==> config.mk <==
export PLATFORM = sky130hd
export DESIGN_NAME = nec_ir_decoder_flat
export DESIGN_NICKNAME = d
export VERILOG_FILES = /design/src/rtl/nec_ir_decoder_if.sv /design/src/rtl/nec_ir_decoder.sv /design/src/flat_wrapper.sv
export SDC_FILE = /design/constraint.sdc
export NUM_CORES = 1
export LEC_CHECK = 0
export ABC_AREA = 1
export BUFFER_PORTS_ARGS = -buffer_cell sky130_fd_sc_hd__buf_2
export CORE_UTILIZATION = 35
export DETAILED_ROUTE_END_ITERATION = 10
export GPL_ROUTABILITY_DRIVEN = 1
export PLACE_DENSITY_LB_ADDON = 0.15
export SLEW_MARGIN = 0
export SYNTH_ARGS = -nofsm -noshare
export SYNTH_HDL_FRONTEND = slang
export SYNTH_SLANG_ARGS = --single-unit
==> constraint.sdc <==
create_clock -name CLK -period 3.6 [get_ports CLK]
set_input_delay 0.18 -clock CLK [delete_from_list [all_inputs] [get_ports CLK]]
set_output_delay 0.18 -clock CLK [all_outputs]
set_load 0.1 [all_outputs]
==> src/rtl/nec_ir_decoder_if.sv <==
// nec_ir_decoder_if: raw IR input and decoded-frame outputs of the NEC decoder
interface nec_ir_decoder_if;
  logic IR;
  logic [31:0] DataOut;
  logic DataValid;
  logic Repeat;
  logic Error;
  modport master(input IR, output DataOut, DataValid, Repeat, Error);
  modport slave(output IR, input DataOut, DataValid, Repeat, Error);
endinterface

==> src/rtl/nec_ir_decoder.sv <==
// nec_ir_decoder: times NEC pulse widths on a raw IR line and emits 1-CLK frame/repeat/error pulses
module nec_ir_decoder #(
  parameter int CLK_FREQ = 50_000_000,
  parameter bit CHECK_INV = 1,
  parameter bit REPEAT_EN = 0
) (
  input logic CLK,
  input logic RST,
  nec_ir_decoder_if.master bus
);
  localparam int DIV = CLK_FREQ / 100_000;
  localparam int PW = DIV > 1 ? $clog2(DIV) : 1;
  typedef enum logic [2:0] {IDLE, LEAD_MARK, LEAD_SPACE, BIT_MARK, BIT_SPACE, STOP_MARK} state_t;
  state_t state, nxt;
  logic s1, s2, s3, fall, rise, ev, tick, to;
  logic [PW-1:0] presc;
  logic [10:0] cnt;
  logic [4:0] idx;
  logic rep, have_last, err_c, done, frame_ok;
  logic lm_ok, lsf_ok, lsr_ok, pm_ok, b1;
  logic [31:0] sr, last, frame, do_n;
  logic dv_n, rp_n, er_n;

  function automatic logic win(input logic [10:0] c, input int lo, input int hi);
    return int'(c) >= lo && int'(c) <= hi;
  endfunction

  assign ev = fall | rise;
  assign tick = presc == PW'(DIV - 1);
  assign to = state != IDLE && cnt > 11'd1000;
  assign lm_ok = win(cnt, 800, 1000);
  assign lsf_ok = win(cnt, 400, 500);
  assign lsr_ok = win(cnt, 200, 250);
  assign pm_ok = win(cnt, 40, 70);
  assign b1 = win(cnt, 140, 190);
  assign frame = {sr[7:0], sr[23:16], sr[15:8], sr[31:24]};
  assign frame_ok = !CHECK_INV || (sr[15:8] == ~sr[7:0] && sr[31:24] == ~sr[23:16]);

  // Edges are registered so every decision sees a stable, glitch-free event one CLK after the sync level
  always_ff @(posedge CLK or posedge RST)
    if (RST) {s1, s2, s3, fall, rise} <= 5'b11100;
    else begin
      s1 <= bus.IR;
      s2 <= s1;
      s3 <= s2;
      fall <= s3 & ~s2;
      rise <= ~s3 & s2;
    end

  always_ff @(posedge CLK or posedge RST)
    if (RST) begin
      presc <= '0;
      cnt <= '0;
    end else if (ev) begin
      presc <= '0;
      cnt <= '0;
    end else if (tick) begin
      presc <= '0;
      cnt <= cnt + {10'd0, cnt != 11'd2047};
    end else presc <= presc + 1'b1;

  always_ff @(posedge CLK or posedge RST)
    if (RST) begin
      state <= IDLE;
      idx <= '0;
      rep <= 1'b0;
      sr <= '0;
      last <= '0;
      have_last <= 1'b0;
    end else begin
      state <= nxt;
      if (state == LEAD_SPACE && fall) begin
        idx <= '0;
        rep <= lsr_ok;
      end
      if (state == BIT_SPACE && fall && (pm_ok | b1)) begin
        sr <= {b1, sr[31:1]};
        idx <= idx + 1'b1;
      end
      if (done && !rep && frame_ok) begin
        last <= frame;
        have_last <= 1'b1;
      end
    end

  always_comb begin
    nxt = state;
    err_c = 1'b0;
    done = 1'b0;
    if (to) begin
      nxt = IDLE;
      err_c = 1'b1;
    end else
      case (state)
        IDLE: nxt = fall ? LEAD_MARK : IDLE;
        LEAD_MARK: if (rise) begin
          nxt = lm_ok ? LEAD_SPACE : IDLE;
          err_c = !lm_ok;
        end
        LEAD_SPACE: if (fall) begin
          nxt = lsf_ok ? BIT_MARK : lsr_ok ? STOP_MARK : IDLE;
          err_c = !(lsf_ok | lsr_ok);
        end
        BIT_MARK: if (rise) begin
          nxt = pm_ok ? BIT_SPACE : IDLE;
          err_c = !pm_ok;
        end
        BIT_SPACE: if (fall) begin
          nxt = !(pm_ok | b1) ? IDLE : idx == 5'd31 ? STOP_MARK : BIT_MARK;
          err_c = !(pm_ok | b1);
        end
        STOP_MARK: if (rise) begin
          nxt = IDLE;
          done = pm_ok;
          err_c = !pm_ok;
        end
        default: nxt = IDLE;
      endcase
  end

  always_comb begin
    dv_n = done && (rep ? (REPEAT_EN && have_last) : frame_ok);
    rp_n = done && rep;
    er_n = err_c || (done && !rep && !frame_ok);
    do_n = !dv_n ? 32'h0 : rep ? last : frame;
  end

  always_ff @(posedge CLK or posedge RST)
    if (RST) begin
      bus.DataValid <= 1'b0;
      bus.Repeat <= 1'b0;
      bus.Error <= 1'b0;
      bus.DataOut <= '0;
    end else begin
      bus.DataValid <= dv_n;
      bus.Repeat <= rp_n;
      bus.Error <= er_n;
      bus.DataOut <= do_n;
    end
endmodule

==> src/flat_wrapper.sv <==
// flat-port wrapper written by rule: the top's interface ports become plain ports
module nec_ir_decoder_flat 
#(
  parameter int CLK_FREQ = 50_000_000,
  parameter bit CHECK_INV = 1,
  parameter bit REPEAT_EN = 0
)
  (CLK, RST, bus_IR, bus_DataOut, bus_DataValid, bus_Repeat, bus_Error);
  nec_ir_decoder_if bus_i ();
  input logic CLK;
  input logic RST;
  input wire logic [$bits(bus_i.IR)-1:0] bus_IR;
  output wire logic [$bits(bus_i.DataOut)-1:0] bus_DataOut;
  output wire logic [$bits(bus_i.DataValid)-1:0] bus_DataValid;
  output wire logic [$bits(bus_i.Repeat)-1:0] bus_Repeat;
  output wire logic [$bits(bus_i.Error)-1:0] bus_Error;
  assign bus_i.IR = bus_IR;
  assign bus_DataOut = bus_i.DataOut;
  assign bus_DataValid = bus_i.DataValid;
  assign bus_Repeat = bus_i.Repeat;
  assign bus_Error = bus_i.Error;
  nec_ir_decoder #(.CLK_FREQ(CLK_FREQ), .CHECK_INV(CHECK_INV), .REPEAT_EN(REPEAT_EN)) u_core (.CLK(CLK), .RST(RST), .bus(bus_i));
endmodule
Word level (Yosys, flattened, before mapping)
Cells that the tools add are included.
- add/subtract/negate cells: 3
- magnitude comparators: 11
- equality and inequality tests: 15
- multiplexer cells: 32
- bitwise gates (word level): 9
- reductions and logical operators: 28
- operators by type and width (kind ; number):
    $mux W32 ; 2
    $mux W3 ; 11
    $ge A11 B8 Y1 const B ; 2
    $le A11 B8 Y1 const B ; 2
    $mux W11 ; 2
    $mux W9 ; 2
    $pmux W3 S6 ; 1
    $eq A8 B8 Y1 ; 2
    $not A8 Y8 ; 2
    $logic_and A1 B1 Y1 ; 15
    $ne A3 B1 Y1 const B ; 5
    $add A11 B1 Y11 ; 1
    $ge A11 B10 Y1 const B ; 1
    $ge A11 B6 Y1 const B ; 1
    $ge A11 B9 Y1 const B ; 1
    $gt A11 B10 Y1 const B ; 1
    $le A11 B10 Y1 const B ; 1
    $le A11 B7 Y1 const B ; 1
    $le A11 B9 Y1 const B ; 1
    $ne A11 B11 Y1 const B ; 1
    $mux W1 ; 10
    $mux W5 ; 2
    $add A9 B1 Y9 const B ; 1
    $eq A9 B9 Y1 const B ; 1
    other kinds (17) ; 29
- bits in registers: 133
- input port bits: 3
- output and inout bits: 35
- logic and storage cells: 114

Logic depth before layout (Yosys ltp)
- depth after elaboration: 8
- mapped depth: 12
- depth with buffers taken out: 12

Least setup slack after synthesis
OpenSTA, ideal clock, no wires.
- kind: register to register
- start point: register u_core.cnt[4]
- end point: register u_core.cnt[10]
- library setup time: 127 ps
- data arrival time: 1697 ps
- required time: 3473 ps
- slack: 1776 ps
- stages on the path, launching flop included: 12
- clock period less this slack: 1824 ps
- cells stage by stage: dfrtp_1 -> inv_2 -> nor2_1 -> nand3_1 -> ha_1 -> ha_1 -> nand2_1 -> inv_1 -> nand3_1 -> nor3_1 -> o21ai_0 -> a21oi_1
- longest elaborated chain between the ends: 4
- ends and longest elaborated chain (element ; RTL line ; RTL):
    from (decl) ; nec_ir_decoder.sv:17 ; logic [10:0] cnt;
    from (signal assigned) ; nec_ir_decoder.sv:59 ; cnt <= cnt + {10'd0, cnt != 11'd2047};
    $ne A11 B11 Y1 ; nec_ir_decoder.sv:59 ;
    $add A11 B1 Y11 (*) ; nec_ir_decoder.sv:59 ;
    $mux W11 (*) ; nec_ir_decoder.sv:57 ; end else if (tick) begin
    $mux W11 (*) ; nec_ir_decoder.sv:54 ; end else if (ev) begin
Every way passes the cells marked *; elsewhere a longest branch is shown, timed or not. The select of a mux whose other input is x is not followed.
A chain may end at the register's enable or synchronous reset.

Final worst setup path
- start point: register u_core.cnt[7]
- end point: register u_core.idx[1]
- longest elaborated chain between the ends: 5
- elaborated cells between the ends (all ways): 10
- ends and longest elaborated chain (element ; RTL line ; RTL):
    $ge A11 B6 Y1, or another cell as far along ; nec_ir_decoder.sv:25 ; return int'(c) >= lo && int'(c) <= hi;
    $logic_and A1 B1 Y1 ; nec_ir_decoder.sv:25 ;
    $or A1 B1 Y1 (*) ; nec_ir_decoder.sv:76 ; if (state == BIT_SPACE && fall && (pm_ok | b1)) begin
    $logic_and A1 B1 Y1 (*) ; nec_ir_decoder.sv:76 ;
    $mux W5 / $reduce_bool A2 Y1 (equally long branches) ; -- ;
    to (signal assigned) ; nec_ir_decoder.sv:78 ; idx <= idx + 1'b1;
    to (decl) ; nec_ir_decoder.sv:18 ; logic [4:0] idx;
Every way passes the cells marked *; elsewhere a longest branch is shown, timed or not.

==> impl_metrics.ini <==
[outcome]
status = completed

[synthesis]
synthDistinctLibCells = 37
syn-cell-area_um2 = 4702
synth_top_cell_by_area = dfrtp_1
synthTopCellsByArea = dfrtp_1, nand2_1, inv_1
synth_cells = 571
synthesis.nets = 579
synth_area_per_cell_um2 = 8.235
synth_top_area_share = 0.5216
yosysSeqAreaShare = 0.5383
synth_warnings = 0
ys_ff_latch = 101

[sta]
rsz0062_at_grt = false
worst-slew-pin-transition_ns = 0.8817
slew_headroom = 0.4115
fin_crit_ns = 2.578
timing.final.crit_share = 0.7162
finalHoldViolations = 0
tns_ns = 0
skew_ns = 0.006197
fin_ws_ns = 1.022
slew_viol_final = 0
setup_viol = 0
fmax_ghz = 0.3878
hold_slack_ns = 0.3579

[route]
drt.antenna.violating_nets = 0
drt_first_pass_iters = 5
post_drt_wl_per_cell_um = 11.89
avgViaCountPerCell = 4.552
num_vias = 3587
first_iter_violations = 207
drcViolationCount = 0
wl_um = 9373

[clock_tree]
htreeDepth = 3
clockBufferDepth = 2
cts_tree = done
clk_latency_ns = 0.35
ctsRootBufferMaster = clkbuf_16
clkTransAtPathRegs_ns = 0.07
cts_made_buffers = 9
cts_sinks = 101
postCtsSetupBuffers = 0

[global_routing]
antenna_found_initial = 0
grt_max_degree = 55
grtUsageTotal = 0.1503
first_global_vias = 3585
grt_overflow_total = 0
grt_first_pass_wirelength_um = 16840

[finish]
final_cell_count_no_fill = 788
layout.nets = 620
diodes = 0
drive_above_1_share = 0.1266
syn_to_final_growth_pct = 13.89
final_core_util = 0.4159
fin_area_um2 = 5355

[run]
drv_cap = 0

[min_path]
hp-class = flip-flop to flip-flop

[placed_design]
place_area_um2 = 5049
gp_congestion = 0.8791
place_inst = 771
port_buffers = 37
place_hpwl_um = 6695
post-place-ws_ns = 1.024

[worst_setup_path]
crit_arrival_ns = 2.82
crit_required_ns = 3.84
cp-start-kind = flip-flop
crit_fanout = 54
critPathKind = flip-flop to flip-flop
endpoint_kind = flip-flop

[floorplan]
initial_core_util = 0.3652
die_w_um = 117.9
die_area_um2 = 13900
rows = 41
die_h_um = 117.9
fp.coreArea_um2 = 12880
ios = 38

[power]
p_leak_nw = 2.860
cellPowerDensity_nw_per_um2 = 402.0
totalPowerFinal_mw = 2.153
peakVddDrop_mv = 0.2151
==> metal layers <==
metal  up-vias  track usage  part of all wire  wire length, um
met1      1658       0.1967              0.48             4528
met2        68       0.2426              0.47             4392
met4         0      0.05929             0.017              162
li1       1847            -                 -                -
met3        14      0.03101             0.031              289
met5         -            0                 0                0
==> power breakdown <==
group | internal (mW) | leakage (nW) | total, mW | switching [mW]
logic | 0.0140 | 1.33 | 0.0603 | 0.0463
registers | 1.15 | 1.40 | 1.15 | 0.00942
clock network | 0.507 | 0.138 | 0.938 | 0.431
total | 1.67 | 2.86 | 2.15 | 0.487
==> final timing paths <==
check	from	end	slack, ns	cells after the start
worst max register to register	u_core.cnt[7]	u_core.idx[1]	1.02	10
worst min-delay path	u_core.s1	u_core.s2	0.36	0
worst min register to register	u_core.s1	u_core.s2	0.36	0
worst max-delay path	u_core.cnt[7]	u_core.idx[1]	1.02	10
min in group asynchronous	RST	u_core.bus.DataOut[18]	0.44	3
max in group asynchronous	RST	u_core.sr[7]	2.33	4
==> worst max-delay path, stage by stage (launching register included) <==
cell	delay, ns
dfrtp_1	0.45
inv_1	0.14
nand3_1	0.10
a21oi_1	0.30
nand2_1	0.11
nand2_2	0.11
nand3_2	0.67
nand2_1	0.35
inv_1	0.11
nand2_1	0.07
nand2_1	0.04
==> flip-flops by register name (all words and copies together) (netlist names) <==
| name | flops |
|---|---|
| u_core.bus.DataOut | 32 |
| u_core.s3 | 1 |
| u_core.rise | 1 |
| u_core.rep | 1 |
| u_core.presc | 9 |
| u_core.sr | 32 |
| u_core.bus.DataValid | 1 |
| u_core.state | 3 |
| u_core.fall | 1 |
| u_core.idx | 5 |
| u_core.cnt | 11 |
| u_core.s1 | 1 |
| u_core.s2 | 1 |
| u_core.bus.Repeat | 1 |
| u_core.bus.Error | 1 |
==> synth_stat cells <==
| library cell | count |
|---|---|
| buf_6 | 3 |
| nand4_1 | 11 |
| o211ai_1 | 1 |
| nand3_1 | 31 |
| a31oi_1 | 1 |
| nand3_2 | 2 |
| and3_1 | 1 |
| nand2_1 | 158 |
| nand3b_1 | 3 |
| dfstp_2 | 3 |
| or2_2 | 1 |
| inv_2 | 3 |
| nand2_2 | 8 |
| xor2_1 | 1 |
| nor3b_1 | 2 |
| buf_4 | 1 |
| buf_2 | 3 |
| nor2_4 | 1 |
| o22ai_1 | 1 |
| o21ai_2 | 1 |
| o21a_1 | 3 |
| dfrtp_1 | 98 |
| o21ai_0 | 36 |
| xnor2_1 | 11 |
| o21bai_1 | 1 |
| clkbuf_1 | 4 |
| mux2i_1 | 1 |
| nor3_1 | 7 |
| o32ai_1 | 1 |
| nor4_1 | 1 |
| ha_1 | 5 |
| nor2_1 | 47 |
| o21ai_1 | 3 |
| nor2_2 | 3 |
| inv_1 | 98 |
| a21oi_1 | 15 |
| nor2_8 | 1 |
==> kinds of logic after synthesis <==
family,share of synthesized area
buf+inv,0.09579
compound gates,0.07185
flops,0.5383
fa+ha+maj,0.01330
mux,0.002129
simple gates,0.2563
xor+xnor,0.02235
==> final cells by class <==
type / count / area [um^2]
Fill cell: 1317 / 7521
Timing Repair Buffer: 41 / 220.2
Clock inverter: 4 / 33.78
Tap cell: 172 / 215.2
Inverter: 101 / 381.6
Clock buffer: 11 / 252.7
Multi-Input combinational cell: 358 / 1720
Sequential cell: 101 / 2531
==> what timing repair did <==
action | in CTS | in global routing
resized for setup | 0 | 0
hold buffers | 2 | 0
hold endpoints to repair | 46 | 0
==> placed cells by master, fill, tap and decap left out, drive strengths merged <==
cell / instances
o21a: 3
dfrtp: 98
clkbuf: 11
nand3b: 3
o21bai: 1
dlygate4sd3: 2
or2: 1
nor4: 1
nor3b: 2
mux2i: 1
buf: 39
clkinvlp: 1
o211ai: 1
o32ai: 1
ha: 5
inv: 101
o22ai: 1
o21ai: 40
nand3: 33
nor2: 52
nor3: 7
xnor2: 11
nand4: 11
a21oi: 15
xor2: 1
clkinv: 3
nand2: 166
a31oi: 1
and3: 1
dfstp: 3
Note: power is estimated with default switching activity, not from simulation.
